**src/rtl/demo_txn_sequencer.sv**
```systemverilog
// Write-write-read stimulus sequencer for a demo bus master port, with iteration count and bus timeout.
// Optional macro SEQ_RETRY_EN: re-issue a transaction once after its first completion timeout.
module demo_txn_sequencer #(
    parameter int ITERATIONS = 10,
    parameter int ITER_W     = 8,
    parameter int START_LEN  = 2,
    parameter int GAP_CYCLES = 2,
    parameter int TIMEOUT    = 1023
) (
    input  logic              clk,
    input  logic              rst,
    input  logic              go_i,
    input  logic              ready_i,
    input  logic              sready_i,
    output logic              start_o,
    output logic              mode_o,
    output logic              busy_o,
    output logic              done_o,
    output logic              error_o,
    output logic [ITER_W-1:0] iter_cnt_o,
    output logic [1:0]        step_o,
    output logic [2:0]        state_o
);

    // Handshake: start_o is held high for START_LEN cycles per transaction, and the
    // transaction is complete on the first cycle where ready_i and sready_i are both high.
    typedef enum logic [2:0] {
        S_IDLE      = 3'd0,
        S_WAIT_RDY  = 3'd1,
        S_ISSUE     = 3'd2,
        S_WAIT_DONE = 3'd3,
        S_GAP       = 3'd4,
        S_FINISH    = 3'd5,
        S_ERR       = 3'd6
    } state_t;

    localparam int CNT_MAX    = (START_LEN > GAP_CYCLES) ? START_LEN : GAP_CYCLES;
    localparam int CNT_W      = (CNT_MAX < 2) ? 1 : $clog2(CNT_MAX + 1);
    localparam int TMR_W      = (TIMEOUT < 2) ? 1 : $clog2(TIMEOUT + 1);
    localparam int GAP_LAST_I = (GAP_CYCLES == 0) ? 0 : GAP_CYCLES - 1;

    localparam logic [CNT_W-1:0] START_LAST = CNT_W'(START_LEN - 1);
    localparam logic [CNT_W-1:0] GAP_LAST   = CNT_W'(GAP_LAST_I);
    localparam logic [TMR_W-1:0] TMR_LAST   = TMR_W'(TIMEOUT - 1);
    localparam logic [31:0]      ITER_TGT   = ITERATIONS;

    state_t            state_q, state_d;
    logic              start_q, start_d;
    logic              mode_q, mode_d;
    logic              busy_q, busy_d;
    logic              done_q, done_d;
    logic              error_q, error_d;
    logic [ITER_W-1:0] iter_q, iter_d;
    logic [1:0]        step_q, step_d;
    logic [CNT_W-1:0]  cnt_q, cnt_d;
    logic [TMR_W-1:0]  tmr_q, tmr_d;
    logic [ITER_W-1:0] iter_inc;
`ifdef SEQ_RETRY_EN
    logic              retry_q, retry_d;
`endif

    // Saturate rather than wrap when ITERATIONS exceeds the counter range.
    assign iter_inc = (iter_q == {ITER_W{1'b1}}) ? iter_q : iter_q + 1'b1;

    always_comb begin
        state_d = state_q;
        start_d = start_q;
        mode_d  = mode_q;
        busy_d  = busy_q;
        done_d  = 1'b0;
        error_d = error_q;
        iter_d  = iter_q;
        step_d  = step_q;
        cnt_d   = cnt_q;
        tmr_d   = tmr_q;
`ifdef SEQ_RETRY_EN
        retry_d = retry_q;
`endif
        case (state_q)
            S_IDLE, S_ERR: begin
                if (go_i) begin
                    iter_d  = '0;
                    step_d  = 2'd0;
                    error_d = 1'b0;
                    cnt_d   = '0;
                    tmr_d   = '0;
`ifdef SEQ_RETRY_EN
                    retry_d = 1'b0;
`endif
                    if (ITERATIONS == 0) begin
                        state_d = S_FINISH;
                        done_d  = 1'b1;
                        busy_d  = 1'b0;
                    end else begin
                        state_d = S_WAIT_RDY;
                        busy_d  = 1'b1;
                    end
                end
            end
            S_WAIT_RDY: begin
                if (ready_i) begin
                    state_d = S_ISSUE;
                    start_d = 1'b1;
                    mode_d  = (step_q < 2'd2);
                    cnt_d   = '0;
                end else if (tmr_q == TMR_LAST) begin
                    state_d = S_ERR;
                    error_d = 1'b1;
                    busy_d  = 1'b0;
                end else begin
                    tmr_d = tmr_q + 1'b1;
                end
            end
            S_ISSUE: begin
                if (cnt_q == START_LAST) begin
                    state_d = S_WAIT_DONE;
                    start_d = 1'b0;
                    tmr_d   = '0;
                end else begin
                    cnt_d = cnt_q + 1'b1;
                end
            end
            S_WAIT_DONE: begin
                if (ready_i && sready_i) begin
                    state_d = S_GAP;
                    cnt_d   = '0;
`ifdef SEQ_RETRY_EN
                    retry_d = 1'b0;
`endif
                end else if (tmr_q == TMR_LAST) begin
`ifdef SEQ_RETRY_EN
                    if (!retry_q) begin
                        // Step and mode are untouched, so the re-issue repeats the same transaction.
                        state_d = S_WAIT_RDY;
                        retry_d = 1'b1;
                        tmr_d   = '0;
                    end else begin
                        state_d = S_ERR;
                        error_d = 1'b1;
                        busy_d  = 1'b0;
                    end
`else
                    state_d = S_ERR;
                    error_d = 1'b1;
                    busy_d  = 1'b0;
`endif
                end else begin
                    tmr_d = tmr_q + 1'b1;
                end
            end
            S_GAP: begin
                if (cnt_q == GAP_LAST) begin
                    tmr_d = '0;
                    if (step_q != 2'd2) begin
                        step_d  = step_q + 1'b1;
                        state_d = S_WAIT_RDY;
                    end else begin
                        step_d = 2'd0;
                        iter_d = iter_inc;
                        if (32'(iter_inc) == ITER_TGT) begin
                            state_d = S_FINISH;
                            done_d  = 1'b1;
                            busy_d  = 1'b0;
                        end else begin
                            state_d = S_WAIT_RDY;
                        end
                    end
                end else begin
                    cnt_d = cnt_q + 1'b1;
                end
            end
            S_FINISH: begin
                state_d = S_IDLE;
            end
            default: begin
                state_d = S_IDLE;
                start_d = 1'b0;
                busy_d  = 1'b0;
            end
        endcase
    end

    always_ff @(posedge clk) begin
        if (rst) begin
            state_q <= S_IDLE;
            start_q <= 1'b0;
            mode_q  <= 1'b0;
            busy_q  <= 1'b0;
            done_q  <= 1'b0;
            error_q <= 1'b0;
            iter_q  <= '0;
            step_q  <= 2'd0;
            cnt_q   <= '0;
            tmr_q   <= '0;
`ifdef SEQ_RETRY_EN
            retry_q <= 1'b0;
`endif
        end else begin
            state_q <= state_d;
            start_q <= start_d;
            mode_q  <= mode_d;
            busy_q  <= busy_d;
            done_q  <= done_d;
            error_q <= error_d;
            iter_q  <= iter_d;
            step_q  <= step_d;
            cnt_q   <= cnt_d;
            tmr_q   <= tmr_d;
`ifdef SEQ_RETRY_EN
            retry_q <= retry_d;
`endif
        end
    end

    assign start_o    = start_q;
    assign mode_o     = mode_q;
    assign busy_o     = busy_q;
    assign done_o     = done_q;
    assign error_o    = error_q;
    assign iter_cnt_o = iter_q;
    assign step_o     = step_q;
    assign state_o    = state_q;

endmodule

```
**config.mk**
```make
export PLATFORM = sky130hd
export DESIGN_NAME = demo_txn_sequencer
export DESIGN_NICKNAME = d
export VERILOG_FILES = /design/src/rtl/demo_txn_sequencer.sv
export SDC_FILE = /design/constraint.sdc
export NUM_CORES = 1
export LEC_CHECK = 0
export ABC_CLOCK_PERIOD_IN_PS = 2900
export BUFFER_PORTS_ARGS = -buffer_cell sky130_fd_sc_hd__buf_2
export CORE_AREA = 2 2 69 71
export DETAILED_ROUTE_END_ITERATION = 8
export DIE_AREA = 0 0 71 73
export PLACE_DENSITY = 0.7
export SYNTH_ARGS = -nofsm -noshare
export SYNTH_HDL_FRONTEND = slang
export SYNTH_SLANG_ARGS = --single-unit
```
**constraint.sdc**
```tcl
create_clock -name clk -period 2.9 [get_ports clk]
set_input_delay 0.58 -clock clk [delete_from_list [all_inputs] [get_ports clk]]
set_output_delay 0.58 -clock clk [all_outputs]
set_load 0.05 [all_outputs]
```
==> qor.txt, run 1 <==
Hold Fails Final Rpt: 0
cell leakage power: 0.718 nW
CP peak stage delay: 680 ps
Data required, critical path: 3120 ps
vias per cell: 5.97
Top Family by Delay on Critical Path: simple AND/OR/NAND/NOR gates
Arrival @ worst endpoint: 2420 ps
Finished Layout Cells: 304
HP Class: reg2reg
RR Endpoint: tmr_q[5]$_SDFFE_PP0P_
hold_ws: 487 ps
initial cell density of the core: 0.423
top_reg_cell synth: dfxtp_1
DPL Wire Length: 3160 um
DRC viols: 0
FF-to-FF setup slack: 700 ps
clock sinks: 30
Root Driver: clkbuf_8
Critical path buffers and inverters: 0
Rel. slew slack: 0.465
Synth cell types: 54
Yosys top cell area share: 0.313
number of synthesized flops with an enable pin: 0
PwrDens: 452 nW/um2
Fin Setup TNS: 0 ps
DIE WIDTH: 71 um
Via Count: 1,814
ANT cells: 0
Worst Reg-to-Reg Cells: 5
syn avg cell area: 8.31 um2
vias in the first global route: 1,688
Congestion Overflow GR: 0
DRT antenna net count: 0
H-tree depth: 2
Slew Viols, Final: 0
Buffers on Ports: 22
share of layout cells above drive strength 1: 0.192
Setup Viol. Count Final: 0
initial DRC count: 111
syn nets: 241
Die Height: 73 um
most common cell in the netlist: dfxtp_1
area of the multi-input gates: 1200 um2
Worst Hold Launch: tmr_q[7]$_SDFFE_PP0P_
minimum clock period: 2200 ps
critical-path cell with the highest stage delay: dfxtp_1
YS warnings: 0
Final #Nets: 259
maximum clock frequency: 455 MHz
critical-path cell list: or2b_1 > a21o_1 > o21a_2 > or4_1 > a21oi_1
routed wire length: 4500 um
dpl ws: 729 ps
Worst setup SP type: flop
TritonCTS clock tree: yes
post-route clock period utilization: 0.758
sequential standard cell area: 601 um2
Mapped Cells: 231
top cells by count, synth: 30 x dfxtp_1, 22 x a21oi_1, 14 x nor2_1
gpl congestion: 0.855
initial antenna violation count: 0
# IOs: 23
Tot Pwr: 0.000961 W
worst vdd ir: 0.213 mV
Global Route Usage Sum: 0.188
RR Startpoint: state_o[1]$_SDFFE_PP0P_
Post-CTS Hold Fix Bufs: 0
largest net degree at the start of global routing: 24
Post-synth ARST share: 0
Synth Register Bits: 30
first-pass GRT wire length: 7770 um
post-layout worst setup margin: 702 ps
Min-Delay Endpoint: tmr_q[7]$_SDFFE_PP0P_
Synth area leaders: dfxtp_1 31%, a21oi_1 5.7%, o31ai_1 3.5%
Slew @ Worst Pin: 797 ps
critical path type: reg2reg
die area: 5180 um2
Reg clk slew, reported paths: 70 ps
Clk Latency, worst-skew pair: 280 ps
crit path max fanout: 18
cell count after placement: 296
TritonCTS Buffers: 5
Post-CTS Resized: 0
Worst setup EP type: flop
RSZ-0062 raised after global routing: false
DR WL/cell: 14.8 um
core footprint: 4540 um2
Rows: 25
WHS Path Cells: 2
DRT Pass-1 Iters: 4
sequential share of the synthesized area: 0.313
Clock Path Buffers: 2
Fill cells: 448
status: complete, no violations
Post-CTS Setup Inserts: 0
skew final: 3.71 ps
maxcap violations: 0
Synth-to-Final Area Change: 10.7%
Yosys top cell by area: dfxtp_1
Cell Area, Synth: 1920 um2
how the worst max path moves through the flow:
stage / start / to / slack [ps] / cells past startpoint
6_report: state_o[1]$_SDFFE_PP0P_ / tmr_q[5]$_SDFFE_PP0P_ / 700 / 5
5_1_grt: state_o[0]$_SDFFE_PP0P_ / tmr_q[3]$_SDFFE_PP0P_ / 540 / 5
3_3_place_gp: sready_i / tmr_q[3]$_SDFFE_PP0P_ / 750 / 6
3_5_place_dp: sready_i / tmr_q[7]$_SDFFE_PP0P_ / 730 / 6
2_1_floorplan: iter_cnt_o[0]$_SDFFE_PP0P_ / busy_o$_SDFFE_PP0P_ / 760 / 6
4_1_cts: state_o[1]$_SDFFE_PP0P_ / tmr_q[5]$_SDFFE_PP0P_ / 730 / 5
tightest hold or removal path, cell delays in order (launching register included):
cell and delay (ps):
dfxtp_1 320, o31ai_1 60, a21oi_1 50
cells in the final DEF, fill, tap and decap left out, drive strengths merged, types with 2 or more instances in the layout:
| cell | netlist | layout |
|---|---|---|
| a2111oi | 5 | 5 |
| a211oi | 2 | 2 |
| a21o | 5 | 5 |
| a21oi | 23 | 23 |
| a221oi | 2 | 2 |
| a311oi | 2 | 2 |
| a31oi | 6 | 6 |
| and3 | 4 | 4 |
| and4 | 3 | 3 |
| buf | 8 | 23 |
| clkbuf | 4 | 7 |
| dfxtp | 30 | 30 |
| ha | 5 | 5 |
| inv | 12 | 12 |
| mux2i | 5 | 5 |
| nand2 | 14 | 14 |
| nand2b | 3 | 3 |
| nand3 | 14 | 14 |
| nand4 | 8 | 8 |
| nor2 | 14 | 14 |
| nor3 | 9 | 9 |
| nor3b | 2 | 2 |
| o21a | 2 | 2 |
| o21ai | 13 | 13 |
| o31ai | 9 | 9 |
| o32a | 2 | 2 |
| or4 | 7 | 7 |
| xnor2 | 3 | 3 |
state kept, by name, indices dropped and copies added, names as in the netlist:
signal,flops
error_o,1
done_o,1
tmr_q,10
cnt_q,2
busy_o,1
state_o,3
iter_cnt_o,8
step_o,2
start_o,1
mode_o,1
power by group:
part | internal (W) | total [W] | switching [W]
logic | 0.0000521 | 0.000166 | 0.000114
clock network | 0.000191 | 0.000356 | 0.000164
registers | 0.000423 | 0.000440 | 0.0000167
cell families after synthesis:
group,synth area share
buffers and inverters,0.0599
flip-flops,0.313
AO/OA/AOI/OAI,0.282
XOR/XNOR,0.0182
AND/OR/NAND/NOR,0.268
multiplexers,0.0261
adder cells (fa/ha/maj),0.0326
per-layer routing:
layer  wire length, um  global-route usage  vias to the layer above
met2              2080               0.305                       42
li1                  -                   -                      919
met4                73              0.0839                        0
met3               207              0.0442                        8
met5                 0                   0                        -
met1              2140               0.238                      845
stage by stage:
step / cell area (um2) / utilization
6_report: 2130 / 0.469
3_3_place_gp: 2040 / 0.449
4_1_cts: 2130 / 0.469
5_1_grt: 2130 / 0.469
2_1_floorplan: 1920 / -
3_5_place_dp: 2040 / 0.449
final cells by class:
class	count	share of cell area
Timing Repair Buffer	23	0.0553
Multi-Input combinational cell	177	0.566
Sequential cell	30	0.282
Clock inverter	1	0.00235
Clock buffer	7	0.0406
Tap cell	54	0.0318
Inverter	12	0.0212
(Power assumes the default switching activity.)
==> run 2: changes to the inputs <==
ABC_CLOCK_PERIOD_IN_PS = 1900   (was 2900)
PLACE_DENSITY = 0.73   (was 0.7)
clock period = 1.9 ns   (was 2.9 ns; I/O delays follow)
==> run 2 against run 1 <==
  * Cell count is 9.9% higher
  * Worst hold slack better by 4.4 ps
  * Die area stayed put
  * Design area is 13% higher
  * Global-route usage is 1.0 points higher
  * Sequential share of layout area is 2.8 points lower
  * Fmax is 21% higher
  * Count of clock-buffer cells in the layout stayed put
  * Clock power is 52% higher
  * Critical path type unchanged
  * Critical endpoint is now done_o$_SDFF_PP0_
==> qor.txt, run 2 (synthesized netlist as in run 1, its figures left out) <==
vias in the first global route: 1,774 (+5.1%)
H-tree depth: 2 (unchanged)
Post-CTS Hold Fix Bufs: 0 (unchanged)
post-route clock period utilization: 0.955 (+0.197)
largest net degree at the start of global routing: 24 (unchanged)
hold_ws: 491 ps (+4.38 ps)
skew final: 4.48 ps (+0.771 ps)
gpl congestion: 0.930 (+8.7%)
Rel. slew slack: 0.673 (+0.209)
Finished Layout Cells: 334 (+9.9%)
worst vdd ir: 0.301 mV (+41%)
Flop pwr share: 0.438 (-0.020)
Fill cells: 410 (-8.5%)
RR Endpoint: done_o$_SDFF_PP0_
Tot Pwr: 0.00152 W (+58%)
cell leakage power: 0.870 nW (+21%)
Worst Reg-to-Reg Cells: 6 (+1)
DRC viols: 0 (unchanged)
critical path type: reg2reg
Die Height: 73 um (unchanged)
FF-to-FF setup slack: 90 ps (-620 ps)
Worst Hold Launch: tmr_q[8]$_SDFFE_PP0P_
DIE WIDTH: 71 um (unchanged)
maximum clock frequency: 551 MHz (+21%)
clock sinks: 30 (unchanged)
sw power: 0.000462 W (+57%)
most frequent cells in the layout: 31 x buf_4, 24 x dfxtp_1, 22 x a21oi_1, 22 x buf_2
die area: 5180 um2 (unchanged)
DRT Pass-1 Iters: 4 (unchanged)
Logic pwr share: 0.206 (+0.034)
TritonCTS clock tree: yes
DR WL/cell: 14.9 um (+0.95%)
share of layout cells above drive strength 1: 0.318 (+0.126)
area of the multi-input gates: 1250 um2 (+3.5%)
Root Driver: clkbuf_8
most common cell after layout, fill and taps aside: buf_4
Via Count: 1,936 (+6.7%)
crit path max fanout: 6 (-12)
Synth-to-Final Area Change: 25.2%
HP Class: reg2reg
Worst setup EP type: flop
sequential standard cell area: 611 um2 (+1.7%)
TritonCTS Buffers: 5 (unchanged)
Setup Viol. Count Final: 0 (unchanged)
switching share of power: 0.305 (-0.00182)
Rows: 25 (unchanged)
Reg clk slew, reported paths: 70 ps (about the same)
Clk pwr share: 0.356 (-0.014)
max reg flops: 10 (unchanged)
core footprint: 4540 um2 (unchanged)
Arrival @ worst endpoint: 2000 ps (-420 ps)
cell count after placement: 324 (+9.5%)
Global Route Usage Sum: 0.198 (+0.0105)
initial cell density of the core: 0.423 (unchanged)
PwrDens: 631 nW/um2 (+40%)
Hold Fails Final Rpt: 0 (unchanged)
Slew Viols, Final: 0 (unchanged)
Worst setup SP type: flop
status: complete, no violations
Int Pwr: 0.00105 W (+58%)
initial antenna violation count: 0 (unchanged)
GRT met1 Usage: 0.251 (+0.0133)
Slew @ Worst Pin: 488 ps (-309 ps)
Buffers on Ports: 22 (unchanged)
Final #Nets: 289 (+12%)
Fin Setup TNS: 0 ps (unchanged)
met2 Resource Use GR: 0.324 (+0.0187)
Congestion Overflow GR: 0 (unchanged)
RR Startpoint: iter_cnt_o[0]$_SDFFE_PP0P_
ANT cells: 0 (unchanged)
DPL Wire Length: 3470 um (+10%)
WHS Path Cells: 2 (unchanged)
vias per cell: 5.80 (-2.9%)
Clk Latency, worst-skew pair: 280 ps (about the same)
routed wire length: 4990 um (+11%)
minimum clock period: 1810 ps (-384 ps)
DRT antenna net count: 0 (unchanged)
first-pass GRT wire length: 8220 um (+5.9%)
Min-Delay Endpoint: tmr_q[8]$_SDFFE_PP0P_
maxcap violations: 0 (unchanged)
Clock Path Buffers: 2 (unchanged)
layer with the highest usage: met2
Data required, critical path: 2090 ps (-1030 ps)
global routing usage on met3: 0.0511 (+0.00691)
initial DRC count: 146 (+32%)
# IOs: 23 (unchanged)
Top reg by flops: tmr_q
==> run 2: cell type report <==
cell class              instances  share of cell area
repair buffers                 53               0.143
flip-flops and latches         30               0.254
inverters                      12              0.0187
clock inverters                 1             0.00208
multi-input cells             177               0.519
clock buffers                   7              0.0359
well taps                      54              0.0281
==> run 2: per-layer routing <==
layer / vias up / share of wire
met3: 7 / 0.041
met4: 0 / 0.014
met2: 44 / 0.48
met5: - / 0
li1: 979 / -
met1: 906 / 0.46
==> run 2: worst max path at each step <==
stage,slack (ps),from,depth (start not counted),to
after global placement,20,sready_i,6,tmr_q[6]$_SDFFE_PP0P_
after floorplan,-8,iter_cnt_o[0]$_SDFFE_PP0P_,6,busy_o$_SDFFE_PP0P_
after detailed placement,-7,sready_i,6,tmr_q[8]$_SDFFE_PP0P_
after global routing,-0.02,state_o[1]$_SDFFE_PP0P_,5,tmr_q[5]$_SDFFE_PP0P_
final,90,iter_cnt_o[0]$_SDFFE_PP0P_,6,done_o$_SDFF_PP0_
after CTS,50,state_o[1]$_SDFFE_PP0P_,5,tmr_q[7]$_SDFFE_PP0P_
==> run 2: what timing repair did <==
| item | in CTS | in global routing |
|---|---|---|
| endpoints found under the setup margin | 0 | 12 |
| resized for setup | 0 | 9 |
| setup buffers | 0 | 2 |
==> run 2: power by group through the flow <==
| stage | sequential (W) | clock [W] | combinational (W) |
|---|---|---|---|
| 2_1_floorplan | 0.000713 | 0 | 0.000177 |
| 3_3_place_gp | 0.000679 | 0 | 0.000290 |
| 3_5_place_dp | 0.000680 | 0 | 0.000293 |
| 4_1_cts | 0.000666 | 0.000553 | 0.000296 |
| 5_1_grt | 0.000668 | 0.000573 | 0.000339 |
| 6_report | 0.000665 | 0.000540 | 0.000312 |
==> run 2: worst max-delay path, stage by stage, from the launching register on <==
cell     delay (ps)
dfxtp_2         330
ha_2            210
and4_2          300
nand2_1         120
xnor2_1         320
nand3_1         150
nor4b_1         290
==> run 2: stage by stage <==
stage          worst slack, ps  area [um2]   util
2_1_floorplan            -7.64        1930      -
3_3_place_gp              19.1        2250  0.497
3_5_place_dp             -7.48        2250  0.497
4_1_cts                   50.0        2340  0.517
5_1_grt                -0.0167        2400  0.530
6_report                  85.8        2400  0.530
==> run 3: changes to the inputs <==
ABC_CLOCK_PERIOD_IN_PS = 2200   (was 1900)
PLACE_DENSITY = 0.7   (was 0.73)
clock period = 2.2 ns   (was 1.9 ns; I/O delays follow)
==> run 3 against run 2 <==
  * Via count shrank 3.2%
  * Worst hold slack lost 12 ps
  * Sequential power shrank 13%
  * Setup slack gained 80 ps
  * Sequential cell count is the same
  * Global-route usage shrank 1.6 points
  * Clock skew grew 2.5 ps
  * Total power shrank 17%
  * Combinational power shrank 25%
  * Design area shrank 8.3%
  * Clock power shrank 16%
==> qor.txt, run 3 (synthesized netlist as in run 1, its figures left out) <==
maxcap violations: 0 (unchanged)
Global Route Usage Sum: 0.182 (-0.0164)
core footprint: 4540 um2 (unchanged)
placed cell area: 2100 um2 (-7.0%)
met2 Resource Use GR: 0.282 (-0.0415)
critical-path cell with the highest stage delay: dfxtp_1
share of layout cells above drive strength 1: 0.225 (-0.0931)
Logic pwr share: 0.184 (-0.022)
global routing usage on met3: 0.0414 (-0.00967)
Buffers on Ports: 22 (unchanged)
DRT antenna net count: 0 (unchanged)
Min-Delay Endpoint: tmr_q[7]$_SDFFE_PP0P_
RR Startpoint: iter_cnt_o[0]$_SDFFE_PP0P_
most common cell after layout, fill and taps aside: dfxtp_1
PwrDens: 573 nW/um2 (-9.1%)
DR WL/cell: 14.3 um (-4.1%)
Worst Hold Launch: tmr_q[7]$_SDFFE_PP0P_
Slew @ Worst Pin: 535 ps (+47.3 ps)
ANT cells: 0 (unchanged)
post-route clock period utilization: 0.924 (-0.0304)
vias in the first global route: 1,676 (-5.5%)
cell count after placement: 304 (-6.2%)
crit path max fanout: 7 (+1)
DPL Wire Length: 3200 um (-7.9%)
Critical path buffers and inverters: 0 (unchanged)
Fill cells: 419 (+2.2%)
Clock Path Buffers: 2 (unchanged)
Top Family by Delay on Critical Path: compound AO/OA/AOI/OAI gates
Rel. slew slack: 0.640 (-0.0338)
Root Driver: clkbuf_8
WHS Path Cells: 2 (unchanged)
cell leakage power: 0.756 nW (-13%)
sw power: 0.000380 W (-18%)
Arrival @ worst endpoint: 2200 ps (+200 ps)
FF-to-FF setup slack: 170 ps (+80 ps)
Top reg by flops: tmr_q
switching share of power: 0.300 (-0.00446)
Finished Layout Cells: 312 (-6.6%)
routed wire length: 4470 um (-10%)
Int Pwr: 0.000885 W (-16%)
Die Height: 73 um (unchanged)
TritonCTS clock tree: yes
worst vdd ir: 0.325 mV (+7.9%)
DRT Pass-1 Iters: 5 (+1)
critical-path cell list: ha_2 > nand2_1 > o21bai_1 > a2111oi_4 > nand3_1 > nor4b_1
Via Count: 1,875 (-3.2%)
most frequent cells in the layout: 30 x dfxtp_1, 22 x a21oi_1, 22 x buf_2
Rows: 25 (unchanged)
GRT met1 Usage: 0.242 (-0.00971)
die area: 5180 um2 (unchanged)
clock sinks: 30 (unchanged)
largest net degree at the start of global routing: 24 (unchanged)
critical path type: reg2reg
max reg flops: 10 (unchanged)
initial antenna violation count: 0 (unchanged)
Fin Setup TNS: 0 ps (unchanged)
Hold Fails Final Rpt: 0 (unchanged)
Congestion Overflow GR: 0 (unchanged)
DIE WIDTH: 71 um (unchanged)
first-pass GRT wire length: 7660 um (-6.9%)
Worst setup EP type: flop
Non-Filler Cell Area, Final: 2210 um2 (-8.3%)
# IOs: 23 (unchanged)
Final #Nets: 267 (-7.6%)
HP Class: reg2reg
Data required, critical path: 2360 ps (+270 ps)
Worst setup SP type: flop
Clk pwr share: 0.360 (+0.004)
skew final: 7.01 ps (+2.54 ps)
layer with the highest usage: met2
initial cell density of the core: 0.423 (unchanged)
Synth-to-Final Area Change: 14.9%
minimum clock period: 2030 ps (+220 ps)
CP peak stage delay: 450 ps (+120 ps)
initial DRC count: 150 (+2.7%)
status: complete, no violations
gpl congestion: 0.943 (+1.4%)
Setup Viol. Count Final: 0 (unchanged)
Reg clk slew, reported paths: 60 ps (about the same)
vias per cell: 6.01 (+3.7%)
Flop pwr share: 0.456 (+0.018)
RR Endpoint: done_o$_SDFF_PP0_
Post-CTS Hold Fix Bufs: 0 (unchanged)
H-tree depth: 2 (unchanged)
maximum clock frequency: 492 MHz (-11%)
TritonCTS Buffers: 5 (unchanged)
Worst Reg-to-Reg Cells: 6 (unchanged)
Slew Viols, Final: 0 (unchanged)
DRC viols: 0 (unchanged)
Clk Latency, worst-skew pair: 280 ps (about the same)
==> run 3: power by group through the flow <==
| stage | Sequential [W] | Clock (W) | Combinational [W] |
|---|---|---|---|
| finish | 0.000576 | 0.000456 | 0.000233 |
| floorplan | 0.000615 | 0 | 0.000153 |
| global route | 0.000580 | 0.000498 | 0.000256 |
| global placement | 0.000588 | 0 | 0.000230 |
| CTS | 0.000577 | 0.000472 | 0.000233 |
| detailed placement | 0.000589 | 0 | 0.000231 |
==> run 3: stage by stage <==
stage                     setup WS (ps)   util  total power (W)  hold slack, ps
after detailed placement            127  0.462         0.000820             476
after global placement             54.0  0.462         0.000818             462
after floorplan                    62.2      -         0.000769             452
after global routing              -13.5  0.486          0.00133             509
final                               166  0.486          0.00126             480
after CTS                          64.6  0.483          0.00128             487
==> run 3: per-layer routing <==
metal	up-vias	routed length, um
li1	937	-
met1	877	2120
met2	49	2040
met3	12	229
met4	0	82
met5	-	0
==> run 3: worst max-delay path by stage <==
| stage | from | slack, ps | cells past startpoint | end |
|---|---|---|---|---|
| after global routing | iter_cnt_o[0]$_SDFFE_PP0P_ | -10 | 6 | done_o$_SDFF_PP0_ |
| final | iter_cnt_o[0]$_SDFFE_PP0P_ | 170 | 6 | done_o$_SDFF_PP0_ |
| after global placement | iter_cnt_o[0]$_SDFFE_PP0P_ | 50 | 6 | done_o$_SDFF_PP0_ |
| after CTS | iter_cnt_o[0]$_SDFFE_PP0P_ | 60 | 6 | done_o$_SDFF_PP0_ |
| after floorplan | iter_cnt_o[0]$_SDFFE_PP0P_ | 60 | 6 | busy_o$_SDFFE_PP0P_ |
| after detailed placement | iter_cnt_o[0]$_SDFFE_PP0P_ | 130 | 6 | done_o$_SDFF_PP0_ |
==> run 3: area by class of cell <==
cell class | count | area [um2] | share of cell area
well taps | 54 | 67.6 | 0.0306
flip-flops and latches | 30 | 601 | 0.272
inverters | 12 | 45.0 | 0.0204
repair buffers | 31 | 178 | 0.0805
multi-input cells | 177 | 1220 | 0.553
clock inverters | 2 | 12.5 | 0.00567
clock buffers | 6 | 82.6 | 0.0374
==> run 3: worst min-delay path: stages, from the launching register on <==
cell and delay [ps]:
dfxtp_1 320, o31ai_1 60, a21oi_1 50
==> run 3: repair_timing <==
item                                    4_1_cts  5_1_grt
endpoints found under the setup margin        0        1
buffers inserted                              0        0
gates resized for setup                       0        2
